`config.mk`:
```
export PLATFORM = sky130hd
export DESIGN_NAME = audio_filter_sequencer
export DESIGN_NICKNAME = d
export VERILOG_FILES = /design/src/rtl/audio_filter_sequencer.sv
export SDC_FILE = /design/constraint.sdc
export NUM_CORES = 1
export LEC_CHECK = 0
export CAP_MARGIN = 10
export CORE_MARGIN = 4
export CORE_UTILIZATION = 30
export CTS_BUF_LIST = sky130_fd_sc_hd__clkbuf_8
export DETAILED_ROUTE_END_ITERATION = 12
export PLACE_DENSITY = 0.6
export SLEW_MARGIN = 20
export SYNTH_ARGS = -nofsm -noshare
export SYNTH_HDL_FRONTEND = slang
export SYNTH_SLANG_ARGS = --single-unit
```
`constraint.sdc`:
```
create_clock -name AUDIO_CLK -period 4.55 [get_ports AUDIO_CLK]
set_input_delay 0.6825 -clock AUDIO_CLK [delete_from_list [all_inputs] [get_ports AUDIO_CLK]]
set_output_delay 0.6825 -clock AUDIO_CLK [all_outputs]
set_load 0.05 [all_outputs]
```
`src/rtl/audio_filter_sequencer.sv`:
```
`default_nettype none
// ============================================================================
// audio_filter_sequencer: stereo first-order high-pass filter, one serial
// restoring divider shared by both channels.            Rev 1.0
// ============================================================================
module audio_filter_sequencer #(
  parameter int DIVISOR    = 141,
  parameter int GAIN_SHIFT = 4,
  parameter int DIV_BITS   = 22
) (
  input  logic        AUDIO_CLK,
  input  logic        rst,
  input  logic        AUD_DACLRCK,
  input  logic [31:0] currentADCData,
  input  logic        filter_en,
  output logic [31:0] filterOutput,
  output logic        out_valid,
  output logic        busy,
  output logic        overrun
);

  localparam int c_SUM_W = DIV_BITS + 1 - GAIN_SHIFT;
  localparam int c_REM_W = $clog2(DIVISOR);
  localparam int c_CNT_W = $clog2(DIV_BITS);
  localparam logic [c_REM_W:0]   c_DIV_EXT  = (c_REM_W + 1)'(DIVISOR);
  localparam logic [c_CNT_W-1:0] c_CNT_LAST = c_CNT_W'(DIV_BITS - 1);

  localparam logic [2:0] c_IDLE    = 3'd0;
  localparam logic [2:0] c_LOAD_L  = 3'd1;
  localparam logic [2:0] c_DIV_L   = 3'd2;
  localparam logic [2:0] c_STORE_L = 3'd3;
  localparam logic [2:0] c_LOAD_R  = 3'd4;
  localparam logic [2:0] c_DIV_R   = 3'd5;
  localparam logic [2:0] c_STORE_R = 3'd6;
  localparam logic [2:0] c_DONE    = 3'd7;

  logic [2:0]          r_state;
  logic                r_lrck_q;
  logic [31:0]         r_x;
  logic                r_en;
  logic [15:0]         r_x1_l, r_x1_r, r_y1_l, r_y1_r;
  logic [c_REM_W-1:0]  r_rem;
  logic [DIV_BITS-1:0] r_dvd;
  logic                r_neg;
  logic [c_CNT_W-1:0]  r_cnt;
  logic [31:0]         r_out;
  logic                r_valid, r_busy, r_overrun;

  logic                w_edge, w_right, w_fits;
  logic [15:0]         w_x, w_x1, w_y1, w_q16, w_res;
  logic [c_SUM_W-1:0]  w_sum;
  logic [DIV_BITS:0]   w_prod;
  logic [DIV_BITS-1:0] w_mag;
  logic [c_REM_W:0]    w_trial;

  assign w_edge  = AUD_DACLRCK & ~r_lrck_q;
  assign w_right = (r_state == c_LOAD_R) || (r_state == c_DIV_R) || (r_state == c_STORE_R);

  always_comb begin
    w_x   = w_right ? r_x[15:0] : r_x[31:16];
    w_x1  = w_right ? r_x1_r : r_x1_l;
    w_y1  = w_right ? r_y1_r : r_y1_l;
    // |s| stays below 2^17, so the sum is kept just wide enough that the
    // gain shift lands exactly on a signed DIV_BITS+1 product.
    w_sum = {{(c_SUM_W-16){w_y1[15]}}, w_y1}
          + {{(c_SUM_W-16){w_x[15]}},  w_x}
          - {{(c_SUM_W-16){w_x1[15]}}, w_x1};
    w_prod  = {w_sum, {GAIN_SHIFT{1'b0}}};
    w_mag   = w_prod[DIV_BITS] ? (~w_prod[DIV_BITS-1:0] + DIV_BITS'(1))
                               : w_prod[DIV_BITS-1:0];
    w_trial = {r_rem, r_dvd[DIV_BITS-1]};
    w_fits  = (w_trial >= c_DIV_EXT);
    // Only the low 16 quotient bits survive, so negate in 16 bits.
    w_q16   = r_neg ? (~r_dvd[15:0] + 16'd1) : r_dvd[15:0];
    w_res   = r_en ? w_q16 : w_x;
  end

  always_ff @(posedge AUDIO_CLK) begin
    if (rst) begin
      r_state   <= c_IDLE;
      r_lrck_q  <= 1'b0;
      r_x       <= '0;
      r_en      <= 1'b0;
      r_x1_l    <= '0;
      r_x1_r    <= '0;
      r_y1_l    <= '0;
      r_y1_r    <= '0;
      r_rem     <= '0;
      r_dvd     <= '0;
      r_neg     <= 1'b0;
      r_cnt     <= '0;
      r_out     <= '0;
      r_valid   <= 1'b0;
      r_busy    <= 1'b0;
      r_overrun <= 1'b0;
    end else begin
      r_lrck_q <= AUD_DACLRCK;
      r_valid  <= 1'b0;
      if (w_edge && (r_state != c_IDLE))
        r_overrun <= 1'b1;
      case (r_state)
        c_IDLE: begin
          if (w_edge) begin
            r_x     <= currentADCData;
            r_en    <= filter_en;
            r_busy  <= 1'b1;
            r_state <= c_LOAD_L;
          end
        end
        c_LOAD_L, c_LOAD_R: begin
          r_rem   <= '0;
          r_cnt   <= '0;
          r_neg   <= w_prod[DIV_BITS];
          r_dvd   <= w_mag;
          r_state <= (r_state == c_LOAD_L) ? c_DIV_L : c_DIV_R;
        end
        c_DIV_L, c_DIV_R: begin
          r_rem <= c_REM_W'(w_trial - (w_fits ? c_DIV_EXT : '0));
          r_dvd <= {r_dvd[DIV_BITS-2:0], w_fits};
          r_cnt <= r_cnt + c_CNT_W'(1);
          if (r_cnt == c_CNT_LAST)
            r_state <= (r_state == c_DIV_L) ? c_STORE_L : c_STORE_R;
        end
        c_STORE_L: begin
          r_x1_l  <= w_x;
          r_y1_l  <= w_res;
          r_state <= c_LOAD_R;
        end
        c_STORE_R: begin
          r_x1_r  <= w_x;
          r_y1_r  <= w_res;
          r_state <= c_DONE;
        end
        c_DONE: begin
          r_out   <= {r_y1_l, r_y1_r};
          r_valid <= 1'b1;
          r_busy  <= 1'b0;
          r_state <= c_IDLE;
        end
        default: r_state <= c_IDLE;
      endcase
    end
  end

  assign filterOutput = r_out;
  assign out_valid    = r_valid;
  assign busy         = r_busy;
  assign overrun      = r_overrun;

endmodule
`default_nettype wire

```
==> results of run 1 <==
cells by family (layout without fill, tap and decap cells):
| logic type | after synthesis | after routing | synth area share [%] |
|---|---|---|---|
| DFF | 172 | 172 | 38.3 |
| buffers and inverters | 117 | 185 | 5.39 |
| xor gates and xnor gates | 45 | 45 | 4.47 |
| AOI/OAI and AO/OA | 264 | 264 | 18.1 |
| muxes | 64 | 64 | 7.39 |
| and+or+nand+nor | 393 | 394 | 19.2 |
| adders and majority gates | 42 | 42 | 7.18 |
flip-flops by register name, indices dropped and copies added, names as in the netlist, 3 cells and up:
signal / cells
filterOutput: 32
r_y1_r: 16
r_x1_r: 16
r_y1_l: 16
r_rem: 8
r_x1_l: 16
r_x: 32
r_state: 3
r_dvd: 22
r_cnt: 5
through the flow:
step	area [um2]	cells	power, mW
after global placement	10100	1517	2.76
after global routing	10600	1556	4.07
after floorplan	8990	1097	2.48
final	10600	1556	3.84
after CTS	10500	1549	3.86
after detailed placement	10100	1517	2.77
routing by layer:
layer	GRT usage [%]	up-vias	share of wire, %
li1	-	3877	-
met5	0	-	0
met1	18.3	3528	47
met3	2.90	38	3.6
met4	5.10	0	2.8
met2	22.1	139	46
layout make-up:
| class | count | area share (%) |
|---|---|---|
| timing repair buffer | 108 | 9.39 |
| inverter | 45 | 1.59 |
| multi-input combinational | 809 | 48.2 |
| clock buffer | 18 | 2.34 |
| tap | 390 | 4.60 |
| sequential | 172 | 32.5 |
| clock inverter | 14 | 1.39 |
cells in the mapped netlist (2+ instances only):
library cell	number	area (um2)
xnor2_1	18	158
inv_1	45	169
and2_1	6	37.5
buf_1	4	15.0
nand4_1	4	25.0
mux2_2	19	214
dfxtp_1	172	3440
nor2b_1	9	56.3
clkbuf_1	60	225
or2_2	2	12.5
a21o_1	4	30.0
buf_6	3	33.8
buf_4	3	22.5
nand2b_1	10	62.6
o22ai_1	3	18.8
nand2_1	212	796
a211oi_1	46	345
o21ai_0	13	65.1
nor3_1	11	55.1
ha_1	26	325
a31oi_1	2	12.5
nor4_1	3	18.8
o211ai_1	3	22.5
xor2_1	26	228
nor2_1	101	379
a211oi_2	2	25.0
nand3b_1	3	22.5
a22oi_1	26	195
fa_1	16	320
o31ai_1	3	22.5
and3_1	2	12.5
o32ai_1	2	17.5
or3_1	7	43.8
o21ai_1	3	15.0
nand3_1	9	45.0
and4_1	2	17.5
mux2i_1	45	450
a21oi_1	142	711
worst max-delay path, delay by kind of cell, from the launching register on:
family / cells / cell delay, ns
compound gates: 3 / 0.53
xor+xnor: 1 / 0.14
fa+ha+maj: 2 / 1.01
buf+inv: 1 / 0.07
flops: 1 / 0.33
mux: 1 / 0.37
simple gates: 7 / 1.80
how the worst min path moves through the flow:
stage | to | slack [ns] | cells past startpoint
6_report | r_x[0] | 0.46 | 2
5_1_grt | r_x[25] | 0.48 | 2
4_1_cts | r_x[0] | 0.46 | 2
3_5_place_dp | r_x[1] | 0.45 | 2
3_3_place_gp | r_x[0] | 0.44 | 2
2_1_floorplan | r_x[0] | 0.43 | 2
power by group through the flow:
stage / logic (mW) / registers (mW) / clock network [mW]
floorplan: 0.844 / 1.64 / 0
global placement: 1.10 / 1.66 / 0
detailed placement: 1.11 / 1.66 / 0
CTS: 1.12 / 1.62 / 1.12
global route: 1.24 / 1.63 / 1.19
finish: 1.13 / 1.62 / 1.09
what timing repair did:
item | CTS | global route
hold endpoints to repair | 0 | 0
resized for setup | 1 | 4
setup buffers | 0 | 6
endpoints found under the setup margin | 1 | 5
cloned | 0 | 1
pin swaps | 0 | 1
==> results.yml, run 1 <==
grt:
  grt_pass1_vias: 7315
  grt_pass1_wl_mm: 37.2
  grt_max_degree: 70
  overflow: 0
  grt_usage_pct: 13.8
  antenna_found_initial: 0
worst_hold_path:
  min_from: "r_x[0]"
  hold_class: "flip-flop to flip-flop"
timing:
  timing.final.crit_share_pct: 94.6
  rsz0062_at_grt: "false"
  drv_slew: 0
  hold_ws_ns: 0.456
  maxSlewHeadroom_pct: 32.7
  setup_viol: 0
  worst_pin_slew_ns: 1.01
  finalClockSkew_ns: 0.0222
  tns_ns: 0
  fmax_mhz: 232
  worst_slack_ns: 0.245
  period_needed_ns: 4.31
  finalHoldViolCount: 0
layout:
  post-route-util_pct: 35.9
  layout_commonest_cell: "nand2_1"
  drive_gt1_share_pct: 10.2
  final_nets: 1231
  area_growth_pct: 18.0
  fill_cells: 3063
  regArea_um2: 3440
  multi_input_area_um2: 5110
  final_cell_mix: "nand2_1 (211), dfxtp_1 (171), a21oi_1 (142), nor2_1 (99), clkdlybuf4s50_1 (69)"
  antenna_cells: 0
power:
  internal-power_mw: 2.50
  p_leak_nw: 3.81
  switching_share_pct: 35.0
  p_comb_share_pct: 29.4
  p_clk_share_pct: 28.4
  p_seq_share_pct: 42.2
  switchingPower_mw: 1.34
  power_density_nw_per_um2: 362
  ir_drop_uv: 194
status:
  status: "finished clean"
clock_tree:
  clockBufferDepth: 2
  cts-hold-fix-buffers: 0
  htree_num_levels: 4
  worstSkewPairLatency_ns: 0.48
  cts_sinks: 172
  cts_buffers: 17
  root_buffer: "clkbuf_8"
  tritoncts: "yes"
  clk_pin_slew_ns: 0.09
routing:
  drc: 0
  vias: 7582
  viasPerCell: 4.87
  detail-route-antenna-nets: 0
  routed_wl_mm: 22.8
  wire_per_inst_um: 14.7
  drt_iter0_drc: 494
  first_pass_iters: 6
setup_path:
  rr_startpoint: "r_state[1]"
  critPathSlowestCell: "fa_1"
  worstPathRequired_ns: 4.96
  slowest_delay_ns: 0.51
  cp_max_fo: 7
  r2r_cells: 15
  crit_path_end_kind: "flip-flop"
  worstSetupPathType: "flip-flop to flip-flop"
  crit_arrival_ns: 4.71
  crit_chain: "nand2_2 -> and2_4 -> mux2_2 -> fa_1 -> inv_1 -> fa_1 -> a21o_1 -> a21oi_1 -> xnor2_1 -> or3_1 -> nor4_4 -> and3_1 -> nand3b_1 -> or3_1 -> a31oi_1"
  reg2reg_slack_ns: 0.24
  timing.rr.end: "r_dvd[20]"
  startpoint: "r_state[1]"
  endpoint: "r_dvd[20]"
  critPathLaunchType: "flip-flop"
placement:
  place.gp.congestion: 0.883
  preCtsSetupSlack_ns: -0.0155
  dp_hpwl_mm: 16.5
  port_buffers: 70
logic_synthesis:
  syn_inst: 1097
  syn_avg_cell_area_um2: 8.19
  synth_ff_type: "dfxtp_1"
  synth-async-reset-ratio_pct: 0
  synth_edf_count: 0
  synthesis.area_um2: 8990
  synth_cell_types: 68
  ys_seq_area_share_pct: 38.3
  synth_warnings: 0
  synth_seq_cells: 172
  synth_nets: 1175
flow_run:
  maxCapViolCount: 0
floorplan:
  fp.dieH_um: 181
  die_w_um: 181
  coreArea_um2: 29600
  initial_core_util_pct: 30.4
  ioPinCount: 71
  rows: 63
  die-area_um2: 32800
Power figures use the tool's default switching activity.
==> run 2: changes to the inputs <==
--- a/config.mk
+++ b/config.mk
@@ -5,12 +5,15 @@
 export SDC_FILE = /design/constraint.sdc
 export NUM_CORES = 1
 export LEC_CHECK = 0
+export ABC_AREA = 1
 export CAP_MARGIN = 10
 export CORE_MARGIN = 4
 export CORE_UTILIZATION = 30
 export CTS_BUF_LIST = sky130_fd_sc_hd__clkbuf_8
 export DETAILED_ROUTE_END_ITERATION = 12
+export GPL_ROUTABILITY_DRIVEN = 0
 export PLACE_DENSITY = 0.6
+export REMOVE_ABC_BUFFERS = 1
 export SLEW_MARGIN = 20
 export SYNTH_ARGS = -nofsm -noshare
 export SYNTH_HDL_FRONTEND = slang
==> run 2 against run 1 <==
Die area is 8.6% higher. Design area rose by 6.5%. Combinational power rose to 3.8 times the previous value. Highest routed layer unchanged. Via count up 20%. Sequential power increased by 8%. Hold slack got worse by 0.0044 ns. Critical path type unchanged. Synthesized cell count grew 33%. Sequential cell count unchanged. Largest cell class unchanged.
==> results.yml, run 2 <==
status:
  status: "finished clean"
layout:
  final_cell_mix: "nand2_1 (293), inv_1 (274), dfxtp_1 (172), o21ai_0 (148), a21oi_1 (131)"
  area_growth_pct: 15.3
  drive_gt1_share_pct: 6.16
  final_nets: 1574
  layout_commonest_cell: "nand2_1"
  fin_area_um2: 11300
  fill_cells: 3475
  antenna_cells: 0
placement:
  dpl_cell_area_um2: 10900
  dp_hpwl_mm: 18.9
  port_buffers: 70
floorplan:
  coreArea_um2: 31900
  ioPinCount: 71
  die-area_um2: 35600
  die_w_um: 189
  rows: 65
  fp.dieH_um: 189
  initial_core_util_pct: 30.7
routing:
  vias: 9082
  viasPerCell: 4.67
  drc: 0
  wire_per_inst_um: 13.5
  detail-route-antenna-nets: 0
  first_pass_iters: 5
  drt_iter0_drc: 571
  routed_wl_mm: 26.1
timing:
  timing.final.crit_share_pct: 88.5
  drv_slew: 0
  finalClockSkew_ns: 0.0224
  finalHoldViolCount: 0
  hold_ws_ns: 0.451
  fmax_mhz: 248
  rsz0062_at_grt: "false"
  setup_viol: 0
  period_needed_ns: 4.03
  maxSlewHeadroom_pct: 25.5
  worst_pin_slew_ns: 1.12
grt:
  grt_pass1_vias: 8450
  grt_pass1_wl_mm: 42.9
  grt_max_degree: 60
  grt_usage_pct: 14.7
  antenna_found_initial: 0
  overflow: 0
clock_tree:
  cts_sinks: 172
  clk_pin_slew_ns: 0.11
  cts_buffers: 17
  htree_num_levels: 4
  post_cts_resized: 0
  post_cts_buffers: 0
  clockBufferDepth: 2
  worstSkewPairLatency_ns: 0.49
  tritoncts: "yes"
  cts-hold-fix-buffers: 0
  root_buffer: "clkbuf_8"
setup_path:
  crit_cells: 21
  crit_chain: "nand2_1 -> nand2_2 -> buf_12 -> o21ai_0 -> inv_1 -> fa_1 -> inv_1 -> ha_1 -> nand2_1 -> nor2_1 -> nand3_1 -> nand3_2 -> nand2_1 -> nand2_1 -> nand2_1 -> nand2_2 -> buf_4 -> o21ai_2 -> xor2_1 -> nand2_1 -> a21oi_1"
  reg2reg_slack_ns: 0.52
  startpoint: "r_state[1]"
  worstSetupPathType: "flip-flop to flip-flop"
  r2r_cells: 21
  crit_path_end_kind: "flip-flop"
  worstPathRequired_ns: 4.88
  endpoint: "r_dvd[12]"
  critPathLaunchType: "flip-flop"
  path_delay_family: "simple AND/OR/NAND/NOR gates"
  crit_arrival_ns: 4.35
  rr_startpoint: "r_state[1]"
  cp_max_fo: 57
  cpMostUsedCell: "nand2_1"
  slowest_delay_ns: 0.55
  timing.rr.end: "r_dvd[12]"
  path_buf_inv: 4
  critPathSlowestCell: "fa_1"
logic_synthesis:
  synth_edf_count: 0
  syn_avg_cell_area_um2: 6.70
  synth_top_area_share_pct: 35.1
  synth-async-reset-ratio_pct: 0
  syn_inst: 1463
  synthesis.area_um2: 9800
  synth_ff_type: "dfxtp_1"
  yosysTopAreaCell: "dfxtp_1"
  synth_seq_cells: 172
  ys_top_cells_by_count: "nand2_1 (295), inv_1 (275), dfxtp_1 (172), o21ai_0 (149), a21oi_1 (131)"
  synth_area_leaders: "dfxtp_1 (35%), nand2_1 (11%), inv_1 (11%)"
  synth_cell_types: 45
  ys_seq_area_share_pct: 35.1
  yosysMostFrequentCell: "nand2_1"
  synth_warnings: 0
power:
  p_leak_nw: 5.13
  ir_drop_uv: 315
  power_density_nw_per_um2: 634
worst_hold_path:
  hold_class: "flip-flop to flip-flop"
flow_run:
  maxCapViolCount: 0
run 2: through the flow:
stage | total power, mW | std cells | setup TNS, ns | util (%) | setup slack, ns
after global routing | 7.86 | 1944 | 0 | 35.4 | 0.146
final | 7.16 | 1944 | 0 | 35.4 | 0.524
after floorplan | 5.02 | 1393 | -11.76 | - | -0.771
after CTS | 7.20 | 1944 | 0 | 35.4 | 0.380
after global placement | 5.98 | 1912 | 0 | 34.1 | 0.460
after detailed placement | 6.02 | 1912 | 0 | 34.1 | 0.417
run 2: worst register-to-register path, cell delays in order (launching register included):
cell and delay (ns):
dfxtp_1 0.36, nand2_1 0.14, nand2_2 0.10, buf_12 0.19
o21ai_0 0.44, inv_1 0.15, fa_1 0.55, inv_1 0.04
ha_1 0.34, nand2_1 0.13, nor2_1 0.17, nand3_1 0.13
nand3_2 0.10, nand2_1 0.08, nand2_1 0.08, nand2_1 0.06
nand2_2 0.25, buf_4 0.23, o21ai_2 0.07, xor2_1 0.14
nand2_1 0.06, a21oi_1 0.08
run 2: final cells by class:
cell class	count	area, um2	area share, %
clock buffer	18	248	2.19
clock inverter	14	168	1.48
inverter	283	1060	9.43
multi-input combinational	938	5010	44.4
sequential	172	3440	30.5
tap	435	544	4.82
timing repair buffer	84	816	7.22
run 2: cells by family after synthesis:
| kind of cell | count (synthesis) | synth area share [%] |
|---|---|---|
| DFF | 172 | 35.1 |
| buffers and inverters | 353 | 13.8 |
| muxes | 2 | 0.217 |
| and+or+nand+nor | 526 | 23.3 |
| xor gates and xnor gates | 18 | 1.61 |
| AOI/OAI and AO/OA | 350 | 19.3 |
| adders and majority gates | 42 | 6.59 |
run 2: per-layer routing:
layer	global-route usage [%]	part of all wire, %
met5	0	0
met3	3.11	4.8
met2	24.6	46
met1	19.5	48
met4	3.48	1.6
run 2: report_power, final:
part / total (mW) / switching, mW / leakage (nW) / internal (mW)
Sequential: 1.75 / 0.0897 / 1.40 / 1.66
Clock: 1.15 / 0.663 / 0.210 / 0.482
Combinational: 4.27 / 2.89 / 3.53 / 1.38
Total: 7.16 / 3.64 / 5.13 / 3.52
run 2: worst min-delay path by stage:
| stage | start | to | slack, ns | depth (start not counted) |
|---|---|---|---|---|
| floorplan | r_x[10] | r_x[10] | 0.43 | 2 |
| global placement | r_x[6] | r_x[6] | 0.44 | 2 |
| global route | r_x[6] | r_x[6] | 0.48 | 2 |
| CTS | r_x[6] | r_x[6] | 0.46 | 2 |
| detailed placement | r_x[6] | r_x[6] | 0.44 | 2 |
| finish | r_x[9] | r_x[9] | 0.45 | 2 |
==> run 3: changes to the inputs <==
--- a/config.mk
+++ b/config.mk
@@ -8,11 +8,11 @@
 export ABC_AREA = 1
 export CAP_MARGIN = 10
 export CORE_MARGIN = 4
-export CORE_UTILIZATION = 30
+export CORE_UTILIZATION = 55
 export CTS_BUF_LIST = sky130_fd_sc_hd__clkbuf_8
 export DETAILED_ROUTE_END_ITERATION = 12
 export GPL_ROUTABILITY_DRIVEN = 0
-export PLACE_DENSITY = 0.6
+export PLACE_DENSITY = 0.9
 export REMOVE_ABC_BUFFERS = 1
 export SLEW_MARGIN = 20
 export SYNTH_ARGS = -nofsm -noshare
==> run 3 against run 2 <==
Sequential share of layout area up 0.72 points. Cell count down 11%. Die area down 44%. Fmax down 3.2%. Critical path depth unchanged. Setup slack worse by 0.13 ns. Global-route usage up 10 points. Critical endpoint is now r_dvd[13]. Largest power group unchanged.
==> results.yml, run 3 (synthesized netlist as in run 2, its figures left out) <==
setup_path:
  path_delay_family: "simple AND/OR/NAND/NOR gates"
  worstSetupPathType: "flip-flop to flip-flop"
  cpMostUsedCell: "nand2_1"
  slowest_delay_ns: 0.56
  crit_chain: "nand2_1 -> nand2_2 -> buf_12 -> nand2_1 -> o21ai_0 -> inv_1 -> fa_1 -> inv_1 -> ha_1 -> nand2_1 -> nor2_1 -> nand3_1 -> nand3_2 -> nand2_1 -> nand2_1 -> nand2_1 -> nand2_2 -> o21ai_1 -> or2_1 -> nand3_1 -> a21oi_1"
  critPathLaunchType: "flip-flop"
  path_buf_inv: 3
  critPathSlowestCell: "fa_1"
  cp_max_fo: 95
  crit_path_end_kind: "flip-flop"
  crit_arrival_ns: 4.50
  rr_startpoint: "r_state[1]"
  worstPathRequired_ns: 4.90
  startpoint: "r_state[1]"
clock_tree:
  post_cts_buffers: 0
  cts-hold-fix-buffers: 0
  cts_sinks: 172
  tritoncts: "yes"
  clockBufferDepth: 2
  htree_num_levels: 4
  clk_pin_slew_ns: 0.09
  root_buffer: "clkbuf_8"
  post_cts_resized: 0
  worstSkewPairLatency_ns: 0.49
  cts_buffers: 17
routing:
  detail-route-antenna-nets: 0
  viasPerCell: 5.49
  routed_wl_mm: 24.6
  vias: 9515
  drc: 0
  first_pass_iters: 6
  drt_iter0_drc: 898
  wire_per_inst_um: 14.2
power:
  power_density_nw_per_um2: 650
  p_leak_nw: 5.14
  ir_drop_uv: 486
timing:
  maxSlewHeadroom_pct: 33.9
  worst_pin_slew_ns: 0.990
  setup_viol: 0
  timing.final.crit_share_pct: 91.4
  finalClockSkew_ns: 0.0152
  drv_slew: 0
  rsz0062_at_grt: "false"
  finalHoldViolCount: 0
  worst_slack_ns: 0.391
  period_needed_ns: 4.16
  fmax_mhz: 240
layout:
  final_nets: 1573
  layout_commonest_cell: "nand2_1"
  multi_input_area_um2: 5010
  antenna_cells: 0
  drive_gt1_share_pct: 6.04
  post-route-util_pct: 63.6
  area_growth_pct: 12.6
  final_cell_mix: "nand2_1 (293), inv_1 (275), dfxtp_1 (172), o21ai_0 (149), a21oi_1 (131)"
  regArea_um2: 3440
  fill_cells: 1516
floorplan:
  coreArea_um2: 17400
  rows: 48
  die-area_um2: 20000
  die_w_um: 141
  ioPinCount: 71
  fp.dieH_um: 141
  initial_core_util_pct: 56.4
worst_hold_path:
  hold_class: "flip-flop to flip-flop"
  min_from: "r_x[13]"
placement:
  preCtsSetupSlack_ns: 0.510
  dp_hpwl_mm: 17.2
  port_buffers: 70
grt:
  grt_pass1_wl_mm: 41.7
  grt_pass1_vias: 9012
  antenna_found_initial: 0
  grt_usage_pct: 25.2
  overflow: 0
  grt_max_degree: 102
status:
  status: "finished clean"
flow_run:
  maxCapViolCount: 0
[run 3: cell type report]
| type | instances | area share, % |
|---|---|---|
| sequential | 172 | 31.2 |
| clock buffer | 17 | 2.12 |
| clock inverter | 14 | 1.54 |
| multi-input combinational | 938 | 45.4 |
| inverter | 283 | 9.65 |
| timing repair buffer | 83 | 7.51 |
| tap | 225 | 2.55 |
[run 3: final timing paths]
kind	depth (start not counted)	end	slack (ns)
setup / recovery	21	r_dvd[13]	0.39
hold / removal	2	r_x[13]	0.45
setup reg to reg	21	r_dvd[13]	0.39
hold reg to reg	2	r_x[13]	0.45
[run 3: metal layers]
metal	wire length, um	part of all wire [%]	GRT usage (%)
met1	10300	42	32.0
met2	11300	46	41.0
met3	1780	7.2	5.12
met4	1240	5.0	12.1
met5	0	0	0
[run 3: metrics by stage]
step	total power [mW]	cells	cell area (um2)	hold WS [ns]	TNS [ns]
finish	7.17	1732	11000	0.452	0
detailed placement	5.96	1700	10600	0.442	0
global route	7.84	1732	11000	0.473	0
global placement	5.83	1700	10600	0.437	0
floorplan	5.02	1393	9510	0.427	-11.76
CTS	7.10	1731	11000	0.455	0
[run 3: power by group]
| group | leakage, nW | total (mW) | switching [mW] | internal, mW |
|---|---|---|---|---|
| clock network | 0.206 | 1.13 | 0.619 | 0.507 |
| logic | 3.53 | 4.29 | 2.93 | 1.36 |
| registers | 1.40 | 1.76 | 0.0949 | 1.66 |
[run 3: worst min-delay path, stage by stage, from the launching register on]
cell	delay [ns]
dfxtp_1	0.31
inv_1	0.05
a21oi_1	0.05
